===== src/rtl/req_gnt_pkg.sv =====
// rtl/req_gnt_pkg.sv - shared types and helpers for the req/gnt/busy responder
// Contents: state_e (responder FSM states), idx_width (owner/pointer width),
//           cnt_width (phase counter width), params_legal (parameter range check).
package req_gnt_pkg;

  typedef enum logic [2:0] {
    IDLE    = 3'd0,
    WAIT    = 3'd1,
    GRANT   = 3'd2,
    BUSY    = 3'd3,
    RECOVER = 3'd4
  } state_e;

  function automatic int idx_width(input int n);
    return (n > 1) ? $clog2(n) : 1;
  endfunction

  // The counter is reloaded with (length - 1) on phase entry, so it only
  // has to hold the largest phase length.
  function automatic int cnt_width(input int a, input int b, input int c);
    int m;
    m = a;
    if (b > m) m = b;
    if (c > m) m = c;
    return $clog2(m + 1);
  endfunction

  function automatic bit params_legal(input int num_req, input int gnt_dly,
                                      input int busy_cycles, input int idle_cycles);
    return (num_req >= 2) && (num_req <= 16) &&
           (gnt_dly >= 1) && (gnt_dly <= 3) &&
           (busy_cycles >= 1) && (idle_cycles >= 1);
  endfunction

endpackage


===== src/rtl/rr_arbiter.sv =====
// rtl/rr_arbiter.sv - combinational round-robin pick
// Ports: req    - request vector
//        rr_ptr - index of the last winner; search starts one past it
//        winner - index of the chosen requester
//        valid  - at least one request is pending
module rr_arbiter
  import req_gnt_pkg::*;
#(
  parameter int NUM_REQ = 4,
  localparam int IW = idx_width(NUM_REQ)
) (
  input  logic [NUM_REQ-1:0] req,
  input  logic [IW-1:0]      rr_ptr,
  output logic [IW-1:0]      winner,
  output logic               valid
);

  logic [IW:0] sum;

  // Walk offsets from farthest to nearest so the nearest requester after
  // rr_ptr overwrites any earlier hit and ends up as the winner.
  always_comb begin
    winner = '0;
    valid  = 1'b0;
    sum    = '0;
    for (int off = NUM_REQ; off >= 1; off--) begin
      sum = {1'b0, rr_ptr} + (IW+1)'(off);
      if (sum >= (IW+1)'(NUM_REQ)) sum = sum - (IW+1)'(NUM_REQ);
      if (req[sum[IW-1:0]]) begin
        winner = sum[IW-1:0];
        valid  = 1'b1;
      end
    end
  end

endmodule


===== src/rtl/req_gnt_responder.sv =====
// rtl/req_gnt_responder.sv - grant-side responder for the req/gnt/busy handshake
// Ports: clk, rst (sync, active-high)
//        req          - per-requester request level
//        stall        - extends the busy phase once its counted cycles expire
//        gnt          - one-hot single-cycle grant pulse
//        busy         - resource occupied by owner
//        owner        - index of current or last granted requester
//        done         - high in the final busy cycle
//        protocol_err - sticky; owner still requesting at start of recovery
module req_gnt_responder
  import req_gnt_pkg::*;
#(
  parameter int NUM_REQ     = 4,
  parameter int GNT_DLY     = 1,
  parameter int BUSY_CYCLES = 1,
  parameter int IDLE_CYCLES = 1,
  localparam int IW = idx_width(NUM_REQ)
) (
  input  logic               clk,
  input  logic               rst,
  input  logic [NUM_REQ-1:0] req,
  input  logic               stall,
  output logic [NUM_REQ-1:0] gnt,
  output logic               busy,
  output logic [IW-1:0]      owner,
  output logic               done,
  output logic               protocol_err
);

  localparam int CW = cnt_width(GNT_DLY, BUSY_CYCLES, IDLE_CYCLES);

  if (!params_legal(NUM_REQ, GNT_DLY, BUSY_CYCLES, IDLE_CYCLES)) begin : g_param_err
    $error("req_gnt_responder: illegal parameter set");
  end

  state_e               state_q, state_d;
  logic [CW-1:0]        cnt_q, cnt_d;
  logic [IW-1:0]        owner_q, owner_d;
  logic [IW-1:0]        rr_ptr_q, rr_ptr_d;
  logic [NUM_REQ-1:0]   gnt_q, gnt_d;
  logic                 busy_q, busy_d;
  logic                 protocol_err_q, protocol_err_d;
  logic                 done_c;

  logic [IW-1:0]        arb_winner;
  logic                 arb_valid;

  rr_arbiter #(
    .NUM_REQ (NUM_REQ)
  ) u_rr_arbiter (
    .req    (req),
    .rr_ptr (rr_ptr_q),
    .winner (arb_winner),
    .valid  (arb_valid)
  );

  // Each phase counter is loaded with (length - 1) on entry and the phase
  // ends on the edge where it reads zero.
  always_comb begin
    state_d        = state_q;
    cnt_d          = cnt_q;
    owner_d        = owner_q;
    rr_ptr_d       = rr_ptr_q;
    protocol_err_d = protocol_err_q;
    done_c         = 1'b0;

    case (state_q)
      IDLE: begin
        if (arb_valid) begin
          owner_d = arb_winner;
          if (GNT_DLY > 1) begin
            state_d = WAIT;
            cnt_d   = CW'(GNT_DLY - 2);
          end else begin
            state_d  = GRANT;
            rr_ptr_d = arb_winner;
          end
        end
      end
      WAIT: begin
        if (cnt_q == '0) begin
          state_d  = GRANT;
          rr_ptr_d = owner_q;
        end else begin
          cnt_d = cnt_q - 1'b1;
        end
      end
      GRANT: begin
        state_d = BUSY;
        cnt_d   = CW'(BUSY_CYCLES - 1);
      end
      BUSY: begin
        if (cnt_q != '0) begin
          cnt_d = cnt_q - 1'b1;
        end else if (!stall) begin
          // The exit depends on stall in this very cycle, so done cannot be
          // known a cycle ahead; it is the one output that sees stall directly.
          done_c  = 1'b1;
          state_d = RECOVER;
          cnt_d   = CW'(IDLE_CYCLES - 1);
          if (req[owner_q]) protocol_err_d = 1'b1;
        end
      end
      RECOVER: begin
        if (cnt_q == '0) begin
          state_d = IDLE;
        end else begin
          cnt_d = cnt_q - 1'b1;
        end
      end
      default: begin
        state_d = IDLE;
      end
    endcase
  end

  // gnt/busy are registered from the next state so they line up with state_q.
  always_comb begin
    gnt_d  = (state_d == GRANT) ? (NUM_REQ'(1) << owner_d) : '0;
    busy_d = (state_d == BUSY);
  end

  always_ff @(posedge clk) begin
    if (rst) begin
      state_q        <= IDLE;
      cnt_q          <= '0;
      owner_q        <= '0;
      rr_ptr_q       <= IW'(NUM_REQ - 1);
      gnt_q          <= '0;
      busy_q         <= 1'b0;
      protocol_err_q <= 1'b0;
    end else begin
      state_q        <= state_d;
      cnt_q          <= cnt_d;
      owner_q        <= owner_d;
      rr_ptr_q       <= rr_ptr_d;
      gnt_q          <= gnt_d;
      busy_q         <= busy_d;
      protocol_err_q <= protocol_err_d;
    end
  end

  assign gnt          = gnt_q;
  assign busy         = busy_q;
  assign owner        = owner_q;
  assign done         = done_c;
  assign protocol_err = protocol_err_q;

endmodule


===== config.mk =====
export PLATFORM = sky130hd
export DESIGN_NAME = req_gnt_responder
export DESIGN_NICKNAME = d
export VERILOG_FILES = /design/src/rtl/req_gnt_pkg.sv /design/src/rtl/rr_arbiter.sv /design/src/rtl/req_gnt_responder.sv
export SDC_FILE = /design/constraint.sdc
export NUM_CORES = 1
export LEC_CHECK = 0
export ABC_AREA = 1
export BUFFER_PORTS_ARGS = -buffer_cell sky130_fd_sc_hd__buf_4
export CELL_PAD_IN_SITES_DETAIL_PLACEMENT = 1
export CELL_PAD_IN_SITES_GLOBAL_PLACEMENT = 1
export CORE_ASPECT_RATIO = 0.9
export CORE_MARGIN = 4
export CORE_UTILIZATION = 32
export CTS_CLUSTER_DIAMETER = 40
export DETAILED_ROUTE_END_ITERATION = 6
export HOLD_SLACK_MARGIN = 0.12
export PLACE_DENSITY = 0.7
export SLEW_MARGIN = 20
export SYNTH_ARGS = -nofsm -noshare
export SYNTH_HDL_FRONTEND = slang
export SYNTH_HIERARCHICAL = 1
export SYNTH_SLANG_ARGS = --single-unit

===== constraint.sdc =====
create_clock -name clk -period 1.7 [get_ports clk]
set_clock_uncertainty 0.15 [all_clocks]
set_input_delay 0.085 -clock clk [delete_from_list [all_inputs] [get_ports clk]]
set_output_delay 0.085 -clock clk [all_outputs]
set_load 0.02 [all_outputs]

==> impl_results.md <==
- WP data arrival: 1.78 ns
- RSZ-0062 raised after global routing: yes
- Clock insertion delay at the later pin of the skew report: roughly 0.27 ns
- Vias per cell: ~4.6
- Filler Cell Count: 316
- # IOs: 16
- Vias in the first global route: 744
- Post-layout min period: approximately 1.7 ns
- Initial core utilization: 0.346
- GR Util All Layers: 0.134
- Detail Placement HPWL: roughly 1600 um
- Final number of setup-violating endpoints: 1
- Max H-tree Level: 1
- Syn Nets: 130
- Min-delay src: protocol_err
- Pre-CTS setup slack: about 0.015 ns
- Residual DRC: 0
- Largest net degree at the start of global routing: 10
- Largest stage delay, worst path: 0.38 ns
- CP bufs+invs: 3
- Final worst setup slack: -0.0171 ns
- Vias: a little over 800
- CTS tree: done
- Yosys cell types: 22
- Worst Setup End Kind: flip-flop
- Synth Cell Area: roughly 780 um^2
- DRT Pass-1 Iters: 4
- Actual slew at the worst max-slew pin: ~0.27 ns
- Postcts setup bufs: 0
- Most common cell after layout, fill and taps aside: nand2_1
- Run status: complete, but fails checks
- Clock Root Buffer: clkbuf_4
- First-pass GRT wire length: between 3000 and 4000 um
- Seq/Total Area, Yosys: 0.332
- Synthesized flop and latch total: 13
- Area grow syn2layout: 42.3%
- Global route total overflow: 0
- Nets: 157
- CP delay by family, top: simple AND/OR/NAND/NOR gates
- Worst VDD drop: around 700 uV
- Final wirelength: ~2100 um
- Final Instance Count excl. Fillers: roughly 180
- Clock buffer depth: 2
- Die Height: approximately 55 um
- CP Cell Sequence: buf_12, inv_8, nand2_4, nand2_1, and2_4, nand2_2, inv_2, nor2_4, nand2_4, a21oi_4, nand2_1, nor2_1
- Post-DP Area: approximately 930 um^2
- Antenna Nets Post-Route: 0
- Critical path class: flip-flop to flip-flop
- Critical-path top delay cell: dfxtp_4
- Synth Area per Inst: around 6.4 um^2
- Worst min-delay path category: flip-flop to flip-flop
- Antenna violations before repair: 0
- Failing checks: setup timing
- Commonest non-fill, non-tap cells in the layout: nand2_1, inv_1, buf_4
- GP Congestion: ~0.78
- Mapped Cells: around 120
- Worst r2r src: rr_ptr_q[0]
- Fin. Hold Viols: 0
- Max-Cap Viols: 0
- Relative slew slack: 0.819
- Final Slew Violations: 0
- DIE AREA: ~3300 um^2
- LEAKAGE: just under 0.6 nW
- Finished Core Util: 0.493
- DP Cell Count: between 150 and 200
- Routed len/inst: ~12 um
- Pwr Total: approximately 1.8 mW
- Fmax: 582 MHz
- Seq. cell area: around 270 um^2
- # diodes: 0
- Area of the multi-input gates: between 400 and 500 um^2
- PwrDens: roughly 1600 nW/um^2
- Worst Setup SP: rr_ptr_q[0]
- Worst endpoint required time: ~1.8 ns
- Synth Warn #: 6
- Port Buf Inserts: 15
- DRT iter0 DRCs: 15
- Die Width: approximately 60 um
- Total core area: 2260 um^2
- Sink Count: 13
- Period utilization: 1.01
- Min Hold Slack: 0.314 ns
- CTS clk-pin slew, worst paths: approximately 0.080 ns
- Fin area: approximately 1100 um^2
- # rows: 16
- Crit start category: flip-flop
- Worst-path fanout max: 7
- Share of layout cells above drive strength 1: 0.369
- CTS Buf Count: 3
- TNS Setup: -0.0171 ns
[kinds of logic (layout without fill, tap and decap cells)]
group,Yosys count,after routing,synth area share
and+or+nand+nor,79,79,0.458
buffers and inverters,22,48,0.125
DFF,13,13,0.332
AOI/OAI and AO/OA,9,9,0.0847
[registers in the layout (all words and copies together) (netlist names)]
name          count
gnt               4
busy              1
rr_ptr_q          2
protocol_err      1
state_q           3
owner             2
[path summary, 6_finish.rpt]
check,end,slack (ns),cells after the start
min reg2reg,protocol_err,0.31,2
max reg2reg,gnt[2],-0.02,12
max,gnt[2],-0.02,12
min,protocol_err,0.31,2
[power breakdown]
part	internal [mW]	total, mW	leakage [nW]	switching [mW]
Sequential	0.396	0.483	0.107	0.0874
Clock	0.0909	0.191	0.0150	0.0998
Combinational	0.457	1.13	0.475	0.674
[worst reg2reg max path: cells and delay by family, from the launching register on]
kind | cells | cell delay [ns]
simple gates | 8 | 0.75
flops | 1 | 0.38
buf+inv | 3 | 0.21
compound gates | 1 | 0.16
[final cells by class]
type / instances / area share
Tap cell: 27 / 0.0303
Timing Repair Buffer: 24 / 0.204
Multi-Input combinational cell: 88 / 0.429
Sequential cell: 13 / 0.239
Inverter: 20 / 0.0741
Clock buffer: 4 / 0.0236
[routing by layer]
metal / GRT usage / share of wire / vias to the layer above
li1: - / - / 418
met1: 0.159 / 0.44 / 374
met2: 0.234 / 0.52 / 14
met3: 0.0348 / 0.031 / 2
met4: 0.0443 / 0.0061 / 0
met5: 0 / 0 / -
[Yosys cell counts]
master    instances  area, um^2
o21ai_2           1        8.76
o21ai_0           3        15.0
inv_2             2        7.51
inv_1            17        63.8
and2_4            1        8.76
nor3_2            1        10.0
nor2_4            1        11.3
nor2_2            2        12.5
nand3_1           8        40.0
o21ai_4           1        16.3
inv_8             1        11.3
buf_6             1        11.3
dfxtp_1          13         260
clkbuf_1          1        3.75
a21oi_2           1        8.76
nand2_1          46         173
o211ai_1          1        7.51
nor2_1           12        45.0
nand2_4           1        11.3
nand2_2           6        37.5
a21oi_1           2        10.0
nand3_2           1        10.0
[timing repair]
| item | CTS | global route |
|---|---|---|
| hold endpoints to repair | 13 | 0 |
| pin swaps | 0 | 3 |
| setup endpoints to repair | 3 | 8 |
| cloned | 0 | 1 |
| hold buffers | 7 | 0 |
| gates resized for setup | 2 | 19 |
No activity file was read; power rests on OpenSTA's default activity.
